**src/rtl/prod_bin2bcd_seq.sv**
```systemverilog
// Sequential double-dabble binary-to-BCD converter, one input bit per clock.
// Optional BCD_SEG7_EN adds a registered active-low 7-segment decode of each digit.
`timescale 1ns/1ps
module prod_bin2bcd_seq #(
  parameter int WIDTH  = 12,
  parameter int DIGITS = 4
) (
  input  logic                  clk,
  input  logic                  rst,
  input  logic                  start,
  input  logic [WIDTH-1:0]      bin,
  output logic                  busy,
  output logic                  done,
  output logic [4*DIGITS-1:0]   bcd,
  output logic                  ovf,
`ifdef BCD_SEG7_EN
  output logic [7*DIGITS-1:0]   seg,
`endif
  output logic [1:0]            state_dbg
);

  localparam int CW = $clog2(WIDTH + 1);
  localparam int BW = 4 * DIGITS;

  // Handshake: start is sampled only in IDLE; busy is high from the accepting
  // edge until the result edge; done is a one-cycle pulse after bcd/ovf update.
  typedef enum logic [1:0] {
    S_IDLE  = 2'd0,
    S_SHIFT = 2'd1,
    S_DONE  = 2'd2
  } state_t;

  state_t           state, state_next;
  logic [WIDTH-1:0] sr;
  logic [BW-1:0]    scratch;
  logic [CW-1:0]    cnt;
  logic             sticky;

  logic             load, shift_en, finish;
  logic [BW-1:0]    adj;
  logic [BW-1:0]    scratch_nxt;
  logic [WIDTH-1:0] sr_nxt;
  logic             shift_out;

  always_ff @(posedge clk or negedge rst) begin
    if (!rst) state <= S_IDLE;
    else      state <= state_next;
  end

  always_comb begin
    state_next = state;
    load       = 1'b0;
    shift_en   = 1'b0;
    finish     = 1'b0;
    case (state)
      S_IDLE: begin
        if (start) begin
          load       = 1'b1;
          state_next = S_SHIFT;
        end
      end
      S_SHIFT: begin
        shift_en = 1'b1;
        if (cnt == CW'(WIDTH - 1)) state_next = S_DONE;
      end
      S_DONE: begin
        finish     = 1'b1;
        state_next = S_IDLE;
      end
      default: state_next = S_IDLE;
    endcase
  end

  // All digits are corrected in parallel with 4-bit wraparound; no inter-digit carry.
  always_comb begin
    adj = scratch;
    for (int i = 0; i < DIGITS; i++) begin
      if (scratch[4*i +: 4] >= 4'd5) adj[4*i +: 4] = scratch[4*i +: 4] + 4'd3;
    end
    {shift_out, scratch_nxt, sr_nxt} = {adj, sr, 1'b0};
  end

  always_ff @(posedge clk or negedge rst) begin
    if (!rst) begin
      sr      <= '0;
      scratch <= '0;
      cnt     <= '0;
      sticky  <= 1'b0;
    end else if (load) begin
      sr      <= bin;
      scratch <= '0;
      cnt     <= '0;
      sticky  <= 1'b0;
    end else if (shift_en) begin
      sr      <= sr_nxt;
      scratch <= scratch_nxt;
      cnt     <= cnt + CW'(1);
      sticky  <= sticky | shift_out;
    end
  end

  // Result registers move only on the completion edge, never exposing scratch.
  always_ff @(posedge clk or negedge rst) begin
    if (!rst) begin
      bcd  <= '0;
      ovf  <= 1'b0;
      done <= 1'b0;
    end else begin
      done <= finish;
      if (finish) begin
        bcd <= scratch;
        ovf <= sticky;
      end
    end
  end

  assign busy      = (state != S_IDLE);
  assign state_dbg = state;

`ifdef BCD_SEG7_EN
  function automatic logic [6:0] seg7(input logic [3:0] d);
    case (d)
      4'd0:    seg7 = 7'h40;
      4'd1:    seg7 = 7'h79;
      4'd2:    seg7 = 7'h24;
      4'd3:    seg7 = 7'h30;
      4'd4:    seg7 = 7'h19;
      4'd5:    seg7 = 7'h12;
      4'd6:    seg7 = 7'h02;
      4'd7:    seg7 = 7'h78;
      4'd8:    seg7 = 7'h00;
      4'd9:    seg7 = 7'h10;
      default: seg7 = 7'h7f;
    endcase
  endfunction

  always_ff @(posedge clk or negedge rst) begin
    if (!rst) begin
      seg <= '1;
    end else if (finish) begin
      for (int i = 0; i < DIGITS; i++) seg[7*i +: 7] <= seg7(scratch[4*i +: 4]);
    end
  end
`endif

endmodule

```
**config.mk**
```make
export PLATFORM = sky130hd
export DESIGN_NAME = prod_bin2bcd_seq
export DESIGN_NICKNAME = d
export VERILOG_FILES = /design/src/rtl/prod_bin2bcd_seq.sv
export SDC_FILE = /design/constraint.sdc
export NUM_CORES = 1
export LEC_CHECK = 0
export ABC_AREA = 1
export BUFFER_PORTS_ARGS = -buffer_cell sky130_fd_sc_hd__buf_2
export CAP_MARGIN = 20
export CORE_ASPECT_RATIO = 1.25
export CORE_MARGIN = 2
export CORE_UTILIZATION = 35
export CTS_CLUSTER_DIAMETER = 40
export CTS_CLUSTER_SIZE = 28
export DETAILED_ROUTE_END_ITERATION = 10
export PLACE_DENSITY = 0.58
export SETUP_SLACK_MARGIN = 0.05
export SLEW_MARGIN = 0
export SYNTH_ARGS = -nofsm -noshare
export SYNTH_HDL_FRONTEND = slang
export SYNTH_SLANG_ARGS = --single-unit
export TNS_END_PERCENT = 50
```
**constraint.sdc**
```tcl
create_clock -name clk -period 2.26 [get_ports clk]
set_clock_uncertainty 0.1 [all_clocks]
set_input_delay 0.226 -clock clk [delete_from_list [all_inputs] [get_ports clk]]
set_output_delay 0.226 -clock clk [all_outputs]
set_load 0.05 [all_outputs]
```
==> impl_results.md, run 1 <==
- Status: completed
- GP Congestion: 0.820
- Buf+Inv Stages, Crit Path: 2
- Post-synth net total: 330
- Distinct cells, synth: 20
- Top cell family by delay on the critical path: simple AND/OR/NAND/NOR gates
- CP Max Fanout: 23
- Setup tns final: 0 ns
- Worst-path cell chain: inv_2, nor2_4, buf_4, nand2_1, o21bai_1
- Synth warnings: 0
- First-pass GRT wire length: 8710 um
- Vias in the first global route: 1994
- IO Pins: 36
- Clk slew on worst S/H paths: 0.09 ns
- RSZ-0062 raised after global routing: no
- Die area: 7880 um2
- Min Tclk post-route: 1.61 ns
- Avg Cell Area, Syn: 8.21 um2
- Peak supply drop: 0.497 mV
- Die X: 79.8 um
- Gate Count Post-Synth: 306
- Max-cap violation count: 0
- Final Setup Violations: 0
- Initial core utilization: 36.0%
- ANT nets after route: 0
- Share of the synthesized area in the top cell type: 52.8%
- Final Hold Vio Count: 0
- Top FF cell, synth: dfrtp_1
- CP Capture Type: register
- Area grow syn2layout: 14.7%
- CTS max path bufs: 2
- Gr ovfl total: 0
- Relative slew slack: 47.1%
- Routed vias/inst: 4.71
- Worst hold path type: input pin to register
- Maximum clock rate: 622 MHz
- Req. time, crit path: 2.40 ns
- Via count: 2055
- CP Data Arrival Time: 1.74 ns
- CTS H-tree depth: 2
- Port Buffers: 35
- Max Slew Vio Count: 0
- Root Driver: clkbuf_8
- Layout Cells excl Fill: 436
- CP max stage delay: 0.45 ns
- Leakage: 1.54 nW
- CTS tree: done
- Drt total wl: 4960 um
- Pwr per Cell Area: 1440 nW/um2
- Sequential element share of the synthesized area: 52.8%
- Average wire per standard cell: 11.4 um
- CTS resizes: 0
- Setup Buffers After CTS: 0
- Ys async rst share: 100%
- Post-synth top area cell: dfrtp_1
- Placed Instances: 427
- Final period util: 71.2%
- Core area: 6980 um2
- Final nets: 369
- Post-synth EDFFs: 0
- Hold buffer count at CTS: 1
- Initial antenna violation count: 0
- Worst-Skew Late Latency: 0.30 ns
- Drt first pass iters: 4
- Die height: 98.7 um
- Synthesized area: 2510 um2
- GRT Util Overall: 13.6%
- Placement row count: 34
- Worst setup SP type: register
- Max stage delay cell, worst path: dfrtp_1
- Largest net degree at the start of global routing: 37
- Clk sinks: 53
- Total power draw: 4.16 mW
- Setup Crit Path Kind: register to register
- Antenna cell count: 0
- Filler cells: 723
- Hpwl dp: 3530 um
- Worst-margin pin slew: 0.794 ns
- DRT iter0 DRCs: 93
- Num CTS Buffers: 5
- DRC viols: 0
- Ratio of cells with drive above 1 in the final layout: 15.3%
- Synth Register Bits: 53
- Synth area leaders: dfrtp_1 53%, nand2_1 17%, nand3_1 6.6%
-- worst paths after layout --
path                                    from          end  slack (ns)  cells after the start
worst min register to register           ovf          ovf        0.38                      2
worst min-delay path                  bin[8]        sr[8]        0.03                      3
worst max-delay path            state_dbg[0]   scratch[4]        0.65                      5
min in group asynchronous                rst       bcd[5]        0.43                      2
max in group asynchronous                rst  scratch[15]        0.97                      3
worst max register to register  state_dbg[0]   scratch[4]        0.65                      5
-- worst reg2reg max path, stage by stage, from the launching register on --
cell and delay [ns]:
dfrtp_1 0.45, inv_2 0.09, nor2_4 0.43, buf_4 0.28, nand2_1 0.07, o21bai_1 0.12
-- power breakdown --
group	switching (mW)	internal [mW]
Sequential	0.271	1.34
Combinational	1.40	0.636
Clock	0.299	0.216
-- per-layer routing --
layer,GRT usage [%],share of wire (%),up-vias
met2,23.3,47,37
met5,0,0,-
met1,16.8,48,958
met3,3.39,4.0,6
met4,4.43,1.2,0
li1,-,-,1054
-- sequential cells by signal (all words and copies together) (netlist names) --
register / flops
sr: 12
ovf: 1
sticky: 1
scratch: 16
state_dbg: 2
cnt: 4
bcd: 16
done: 1
-- cells by family (layout without fill, tap and decap cells) --
family | Yosys count | count (layout) | share of synthesized area [%]
adder cells (fa/ha/maj) | 9 | 9 | 4.48
AO/OA/AOI/OAI | 37 | 37 | 8.02
AND/OR/NAND/NOR | 164 | 164 | 27.5
buffers and inverters | 42 | 82 | 6.82
flip-flops | 53 | 53 | 52.8
XOR/XNOR | 1 | 1 | 0.349
-- placed cells by master, fill, tap and decap left out, types with 3 or more instances in the layout --
cell type / synthesis / routed
inv_1: 30 / 30
dfrtp_1: 53 / 53
o21ai_0: 29 / 29
clkbuf_8: 0 / 5
inv_2: 3 / 3
nor2_1: 6 / 6
ha_1: 9 / 9
nand3_1: 33 / 33
buf_2: 8 / 35
nand2_1: 115 / 115
nand4_1: 8 / 8
buf_4: 1 / 5
-- per-stage QoR --
step | utilization [%] | worst slack [ns] | area (um2) | hold WS (ns)
floorplan | - | 0.732 | 2510 | -0.170
global placement | 40.0 | 0.689 | 2790 | 0.271
detailed placement | 40.0 | 0.657 | 2790 | 0.263
CTS | 41.3 | 0.639 | 2880 | 0.0177
global route | 41.3 | 0.487 | 2880 | 0.0276
finish | 41.3 | 0.652 | 2880 | 0.0261
-- cells in the mapped netlist (2+ instances only) --
library cell and count:
buf_2 8, dfrtp_1 53, ha_1 9, inv_1 30, inv_2 3, nand2_1 115
nand3_1 33, nand4_1 8, nor2_1 6, nor2_4 2, o21ai_0 29, o21bai_1 2
-- final cells by class --
type | count | area, um2 | area share, %
multi-input cells | 211 | 1010 | 35.2
flip-flops and latches | 53 | 1330 | 46.0
clock inverters | 2 | 10.0 | 0.347
repair buffers | 41 | 223 | 7.73
clock buffers | 6 | 72.6 | 2.52
inverters | 33 | 124 | 4.30
well taps | 90 | 113 | 3.91
Power figures use the tool's default switching activity.
==> inputs of run 2 (changes only) <==
--- a/config.mk
+++ b/config.mk
@@ -5,7 +5,7 @@
 export SDC_FILE = /design/constraint.sdc
 export NUM_CORES = 1
 export LEC_CHECK = 0
-export ABC_AREA = 1
+export ABC_AREA = 0
 export BUFFER_PORTS_ARGS = -buffer_cell sky130_fd_sc_hd__buf_2
 export CAP_MARGIN = 20
 export CORE_ASPECT_RATIO = 1.25
@@ -14,7 +14,7 @@
 export CTS_CLUSTER_DIAMETER = 40
 export CTS_CLUSTER_SIZE = 28
 export DETAILED_ROUTE_END_ITERATION = 10
-export PLACE_DENSITY = 0.58
+export PLACE_DENSITY = 0.6
 export SETUP_SLACK_MARGIN = 0.05
 export SLEW_MARGIN = 0
 export SYNTH_ARGS = -nofsm -noshare
==> constraint.sdc (replaced) <==
create_clock -name clk -period 1.47 [get_ports clk]
set_clock_uncertainty 0.1 [all_clocks]
set_input_delay 0.147 -clock clk [delete_from_list [all_inputs] [get_ports clk]]
set_output_delay 0.147 -clock clk [all_outputs]
set_load 0.05 [all_outputs]
==> impl_results.md, run 2 <==
- Status: finished with violations
- Failing checks: setup timing
- CTS tree: done
- Clk sinks: 53
- Drt total wl: 6320 um
- Top FF cell, synth: dfrtp_1
- Largest family of logic cells by synthesized area: compound AO/OA/AOI/OAI gates
- Internal power: 4.11 mW
- Antenna cell count: 0
- Synthesized area: 2550 um2
- Final period util: 102%
- Sequential element share of the synthesized area: 51.9%
- Max Slew Vio Count: 0
- Switching power: 2.94 mW
- CTS max path bufs: 2
- Min Tclk post-route: 1.51 ns
- Synth area leaders: dfrtp_1 52%, o21ai_0 6.3%, nand2_1 5.3%
- Final instance area: 3560 um2
- Gr ovfl total: 0
- Die X: 80.4 um
- Placement row count: 34
- Root Driver: clkbuf_8
- Sw frac: 41.7%
- ANT nets after route: 0
- Post-synth EDFFs: 0
- Post-Synth XOR/XNOR Area: 1.37%
- Synth top cells by count: 53 x dfrtp_1, 36 x nand2_1, 32 x o21ai_0
- Routed vias/inst: 5.21
- Placed Instances: 371
- Initial antenna violation count: 0
- Share of the synthesized area in the top cell type: 51.9%
- Ratio of cells with drive above 1 in the final layout: 42.1%
- Post-synth net total: 265
- Avg Cell Area, Syn: 10.6 um2
- Hpwl dp: 3690 um
- Final Hold Vio Count: 0
- Maximum clock rate: 664 MHz
- IO Pins: 36
- Leakage: 1.65 nW
- Synth Register Bits: 53
- Clk pwr share: 11.5%
- Final worst slack: -0.0362 ns
- Worst setup SP type: register
- Worst-path cell chain: buf_4, ha_2, nor2b_4, buf_4, o2111ai_1, o221ai_2
- Relative slew slack: 72.1%
- Setup Crit Path Kind: register to register
- GRT Util Overall: 16.0%
- Fin util: 50.7%
- Num CTS Buffers: 5
- Crit path top cell by count: buf_4
- Most common cell after layout, fill and taps aside: dfrtp_1
- Final Setup Violations: 6
- Core area: 7020 um2
- Distinct cells, synth: 36
- Initial core utilization: 36.4%
- Layout Cells excl Fill: 408
- Area grow syn2layout: 39.4%
- Sequential fraction of design power: 32.5%
- DRC viols: 0
- Post-Synth Adder-Cell Area: 4.41%
- Largest net degree at the start of global routing: 34
- Buf+Inv Stages, Crit Path: 2
- Vias in the first global route: 2105
- Final nets: 341
- Largest regs: bcd (16), scratch (16), sr (12)
- CTS H-tree depth: 2
- Combinational share of power: 56.0%
- GP Congestion: 0.866
- Req. time, crit path: 1.54 ns
- CP Capture Type: register
- Peak supply drop: 0.736 mV
- Mux cell area share after synthesis: 1.32%
- Via count: 2125
- Synth warnings: 0
- Final hold slack: 0.0252 ns
- Max-cap violation count: 0
- CP Max Fanout: 3
- Average wire per standard cell: 15.5 um
- Synth Area in Compound Gates: 24.1%
- CP max stage delay: 0.40 ns
- Port Buffers: 35
- Simple-Gate Fraction of Synth Area: 9.70%
- Die height: 99.5 um
- Ys async rst share: 100%
- Drt first pass iters: 6
- Post-synth top area cell: dfrtp_1
- Total power draw: 7.05 mW
- Most frequent cells in the layout: 51 x dfrtp_1, 35 x nand2_1, 32 x buf_2, 32 x buf_4, 18 x o21ai_0
- Dominant cell by count in the synthesized netlist: dfrtp_1
- Placed inst area: 2930 um2
- CP Data Arrival Time: 1.57 ns
- Max stage delay cell, worst path: dfrtp_1
- Clk slew on worst S/H paths: 0.10 ns
- Pwr per Cell Area: 1980 nW/um2
- First-pass GRT wire length: 10100 um
- RSZ-0062 raised after global routing: yes
- Die area: 8000 um2
- Worst hold path type: input pin to register
- Gate Count Post-Synth: 241
- Top cell family by delay on the critical path: flip-flops
- Worst-Skew Late Latency: 0.30 ns
- Worst-margin pin slew: 0.419 ns
- DRT iter0 DRCs: 129
==> run 2: worst min-delay path: stages <==
cell     delay [ns]
buf_2          0.07
a31oi_1        0.08
o21ai_1        0.10
==> run 2: per-stage QoR <==
step / setup TNS, ns / setup WS, ns
final: -0.0920 / -0.0362
after global routing: -0.977 / -0.115
after CTS: -0.0894 / -0.0340
after detailed placement: -0.0398 / -0.0274
after global placement: -0.0556 / -0.0556
after floorplan: -0.0517 / -0.0259
==> run 2: worst paths after layout <==
path | startpoint | endpoint | slack (ns) | cells past startpoint
max in group asynchronous | rst | bcd[9] | 0.55 | 3
setup reg to reg | scratch[8] | scratch[9] | -0.04 | 6
hold reg to reg | bcd[2] | bcd[2] | 0.38 | 2
hold / removal | bin[10] | sr[10] | 0.03 | 3
min in group asynchronous | rst | sr[6] | 0.19 | 2
setup / recovery | scratch[8] | scratch[9] | -0.04 | 6
==> run 2: cell families (layout without fill, tap and decap cells) <==
family | after synthesis | after routing
compound gates | 86 | 86
xor+xnor | 4 | 4
fa+ha+maj | 9 | 9
buf+inv | 33 | 108
flops | 53 | 53
mux | 3 | 3
simple gates | 53 | 55
==> run 2: per-layer routing <==
metal	global-route usage (%)	routed length (um)	up-vias	share of wire [%]
li1	-	-	1023	-
met2	25.8	3220	48	51
met3	3.45	221	11	3.5
met1	20.8	2760	1043	44
met4	6.00	112	0	1.8
met5	0	0	-	0
==> run 2: cell type report <==
cell class              instances  area [um2]
well taps                      90         113
fillers                       632        3460
flip-flops and latches         53        1330
clock buffers                   7        76.3
clock inverters                 1        7.51
multi-input cells             157        1280
repair buffers                 82         687
inverters                      18        67.6
==> run 2: repair_timing <==
item | 4_1_cts | 5_1_grt
gates cloned | 2 | 3
hold buffers | 2 | 0
buffers inserted | 19 | 5
endpoints found under the setup margin | 17 | 51
pin swaps | 9 | 10
resized for setup | 38 | 42
hold endpoints to repair | 14 | 0
==> run 2: power groups by stage <==
| stage | clock network [mW] | logic (mW) | registers (mW) |
|---|---|---|---|
| finish | 0.809 | 3.94 | 2.29 |
| detailed placement | 0 | 2.81 | 2.34 |
| floorplan | 0 | 1.70 | 2.70 |
| global route | 0.883 | 4.28 | 2.36 |
| global placement | 0 | 2.76 | 2.33 |
| CTS | 0.834 | 3.38 | 2.27 |
==> inputs of run 3 (changes only) <==
--- a/config.mk
+++ b/config.mk
@@ -9,14 +9,13 @@
 export BUFFER_PORTS_ARGS = -buffer_cell sky130_fd_sc_hd__buf_2
 export CAP_MARGIN = 20
 export CORE_ASPECT_RATIO = 1.25
-export CORE_MARGIN = 2
 export CORE_UTILIZATION = 35
 export CTS_CLUSTER_DIAMETER = 40
 export CTS_CLUSTER_SIZE = 28
 export DETAILED_ROUTE_END_ITERATION = 10
-export PLACE_DENSITY = 0.6
+export PLACE_DENSITY = 0.58
 export SETUP_SLACK_MARGIN = 0.05
-export SLEW_MARGIN = 0
+export SLEW_MARGIN = 15
 export SYNTH_ARGS = -nofsm -noshare
 export SYNTH_HDL_FRONTEND = slang
 export SYNTH_SLANG_ARGS = --single-unit
==> impl_results.md, run 3 (synthesized netlist as in run 2, its figures left out) <==
- Clk slew on worst S/H paths: 0.09 ns
- CP Max Fanout: 3
- Worst R2R Path Depth: 6
- Die X: 78.4 um
- DRT iter0 DRCs: 78
- Die area: 7650 um2
- GRT Util Overall: 15.9%
- CP Capture Type: primary output
- Final worst slack: -0.0198 ns
- Largest net degree at the start of global routing: 54
- Ratio of cells with drive above 1 in the final layout: 45.6%
- Req. time, crit path: 1.22 ns
- Initial core utilization: 36.4%
- Total power draw: 7.10 mW
- Min Tclk post-route: 1.49 ns
- IO Pins: 36
- Final period util: 101%
- RSZ-0062 raised after global routing: yes
- Port Buffers: 35
- Worst hold start: bin[2]
- Status: finished with violations
- Most frequent cells in the layout: 51 x dfrtp_1, 35 x buf_4, 32 x buf_2
- CP Data Arrival Time: 1.24 ns
- Setup Crit Path Kind: register to primary output
- Worst setup SP type: register
- Gr ovfl total: 0
- Busiest grt layer: met2
- Crit path depth: 3
- Leakage: 1.69 nW
- Most common cell after layout, fill and taps aside: dfrtp_1
- CP max stage delay: 0.44 ns
- ANT nets after route: 0
- RR Startpoint: state_dbg[0]
- Fin util: 51.3%
- Via count: 2104
- Hpwl dp: 3690 um
- Largest regs: bcd (16), scratch (16), sr (12)
- Antenna cell count: 0
- Peak supply drop: 0.810 mV
- Worst hold endpoint: sr[2]
- GP Congestion: 0.792
- Top cell family by delay on the critical path: flip-flops
- Worst-Skew Late Latency: 0.31 ns
- Drt total wl: 5940 um
- Worst slack at placement: -0.0870 ns
- Reg-to-reg endpoint: scratch[10]
- Final Setup Violations: 1
- Max Slew Vio Count: 0
- CTS max path bufs: 2
- Relative slew slack: 80.5%
- Max-cap violation count: 0
- Initial antenna violation count: 0
- Clk sinks: 53
- Routed vias/inst: 5.13
- Pwr per Cell Area: 1970 nW/um2
- Vias in the first global route: 2086
- Worst-margin pin slew: 0.293 ns
- Num CTS Buffers: 5
- Met3 usage: 2.91%
- Die height: 97.5 um
- Final nets: 343
- Worst-path cell chain: buf_6, or2_4, buf_8
- Final Hold Vio Count: 0
- Max stage delay cell, worst path: dfrtp_2
- Flop2flop setup slack: 0.03 ns
- Hold path depth: 3
- Failing checks: setup timing
- Root Driver: clkbuf_8
- Core area: 7020 um2
- Maximum clock rate: 671 MHz
- CTS tree: done
- Buf+Inv Stages, Crit Path: 2
- Met2 GRT Util: 26.3%
- Placement row count: 34
- Drt first pass iters: 4
- DRC viols: 0
- First-pass GRT wire length: 9540 um
- Area grow syn2layout: 40.8%
- Average wire per standard cell: 14.5 um
- CTS H-tree depth: 2
- Worst hold path type: input pin to register
- Met1 usage: 20.3%
-- run 3: cell types whose count changed in the layout (fill, tap and decap cells not counted), moves of 4 or more --
| cell | previous run | this run |
|---|---|---|
| ha_4 | 3 | 7 |
| nand2_1 | 35 | 28 |
| nand2_2 | 1 | 5 |
| o21ai_1 | 16 | 11 |
| o21ai_2 | 0 | 4 |
-- run 3: how the worst max path moves through the flow --
stage	startpoint	endpoint	slack (ns)
after CTS	state_dbg[1]	busy	-0.03
after global routing	state_dbg[1]	busy	-0.06
after global placement	scratch[4]	scratch[8]	-0.07
after detailed placement	scratch[4]	scratch[8]	-0.09
after floorplan	state_dbg[1]	scratch[15]	-0.03
final	state_dbg[1]	busy	-0.02
-- run 3: power by group --
group	internal (mW)	total (mW)	switching [mW]
Sequential	1.95	2.32	0.371
Clock	0.340	0.859	0.520
Combinational	1.87	3.92	2.05
Total	4.16	7.10	2.94
-- run 3: stage by stage --
step | hold slack [ns] | setup TNS, ns | cells | instance area [um2]
floorplan | -0.249 | -0.0517 | 241 | 2560
global placement | 0.0677 | -0.0743 | 376 | 2980
detailed placement | 0.0688 | -0.0933 | 376 | 2980
CTS | 0.0268 | -0.0334 | 394 | 3230
global route | 0.0116 | -0.295 | 410 | 3600
finish | 0.00410 | -0.0198 | 410 | 3600
-- run 3: worst register-to-register path, stage by stage, from the launching register on --
cell and delay (ns):
dfrtp_2 0.48, buf_8 0.15, buf_6 0.11, o21bai_4 0.21
buf_12 0.16, nand2_1 0.06, o311ai_1 0.08
-- run 3: metal layers --
layer  vias up  routed length, um
li1       1032                  -
met1      1018               2740
met2        45               2920
met3         9                189
met4         0                 87
met5         -                  0
-- run 3: timing repair --
item / CTS / global route
resized for setup: 23 / 63
gates cloned: 1 / 2
endpoints found under the hold margin: 54 / 0
hold buffers: 2 / 0
setup endpoints to repair: 12 / 37
setup buffers: 7 / 14
pin swaps: 5 / 25
-- run 3: final cells by class --
| cell class | count | area [um2] |
|---|---|---|
| inverter | 18 | 67.6 |
| multi-input combinational | 156 | 1300 |
| timing repair buffer | 85 | 702 |
| clock inverter | 3 | 21.3 |
| sequential | 53 | 1330 |
| fill | 651 | 3420 |
| tap | 90 | 113 |
| clock buffer | 5 | 68.8 |
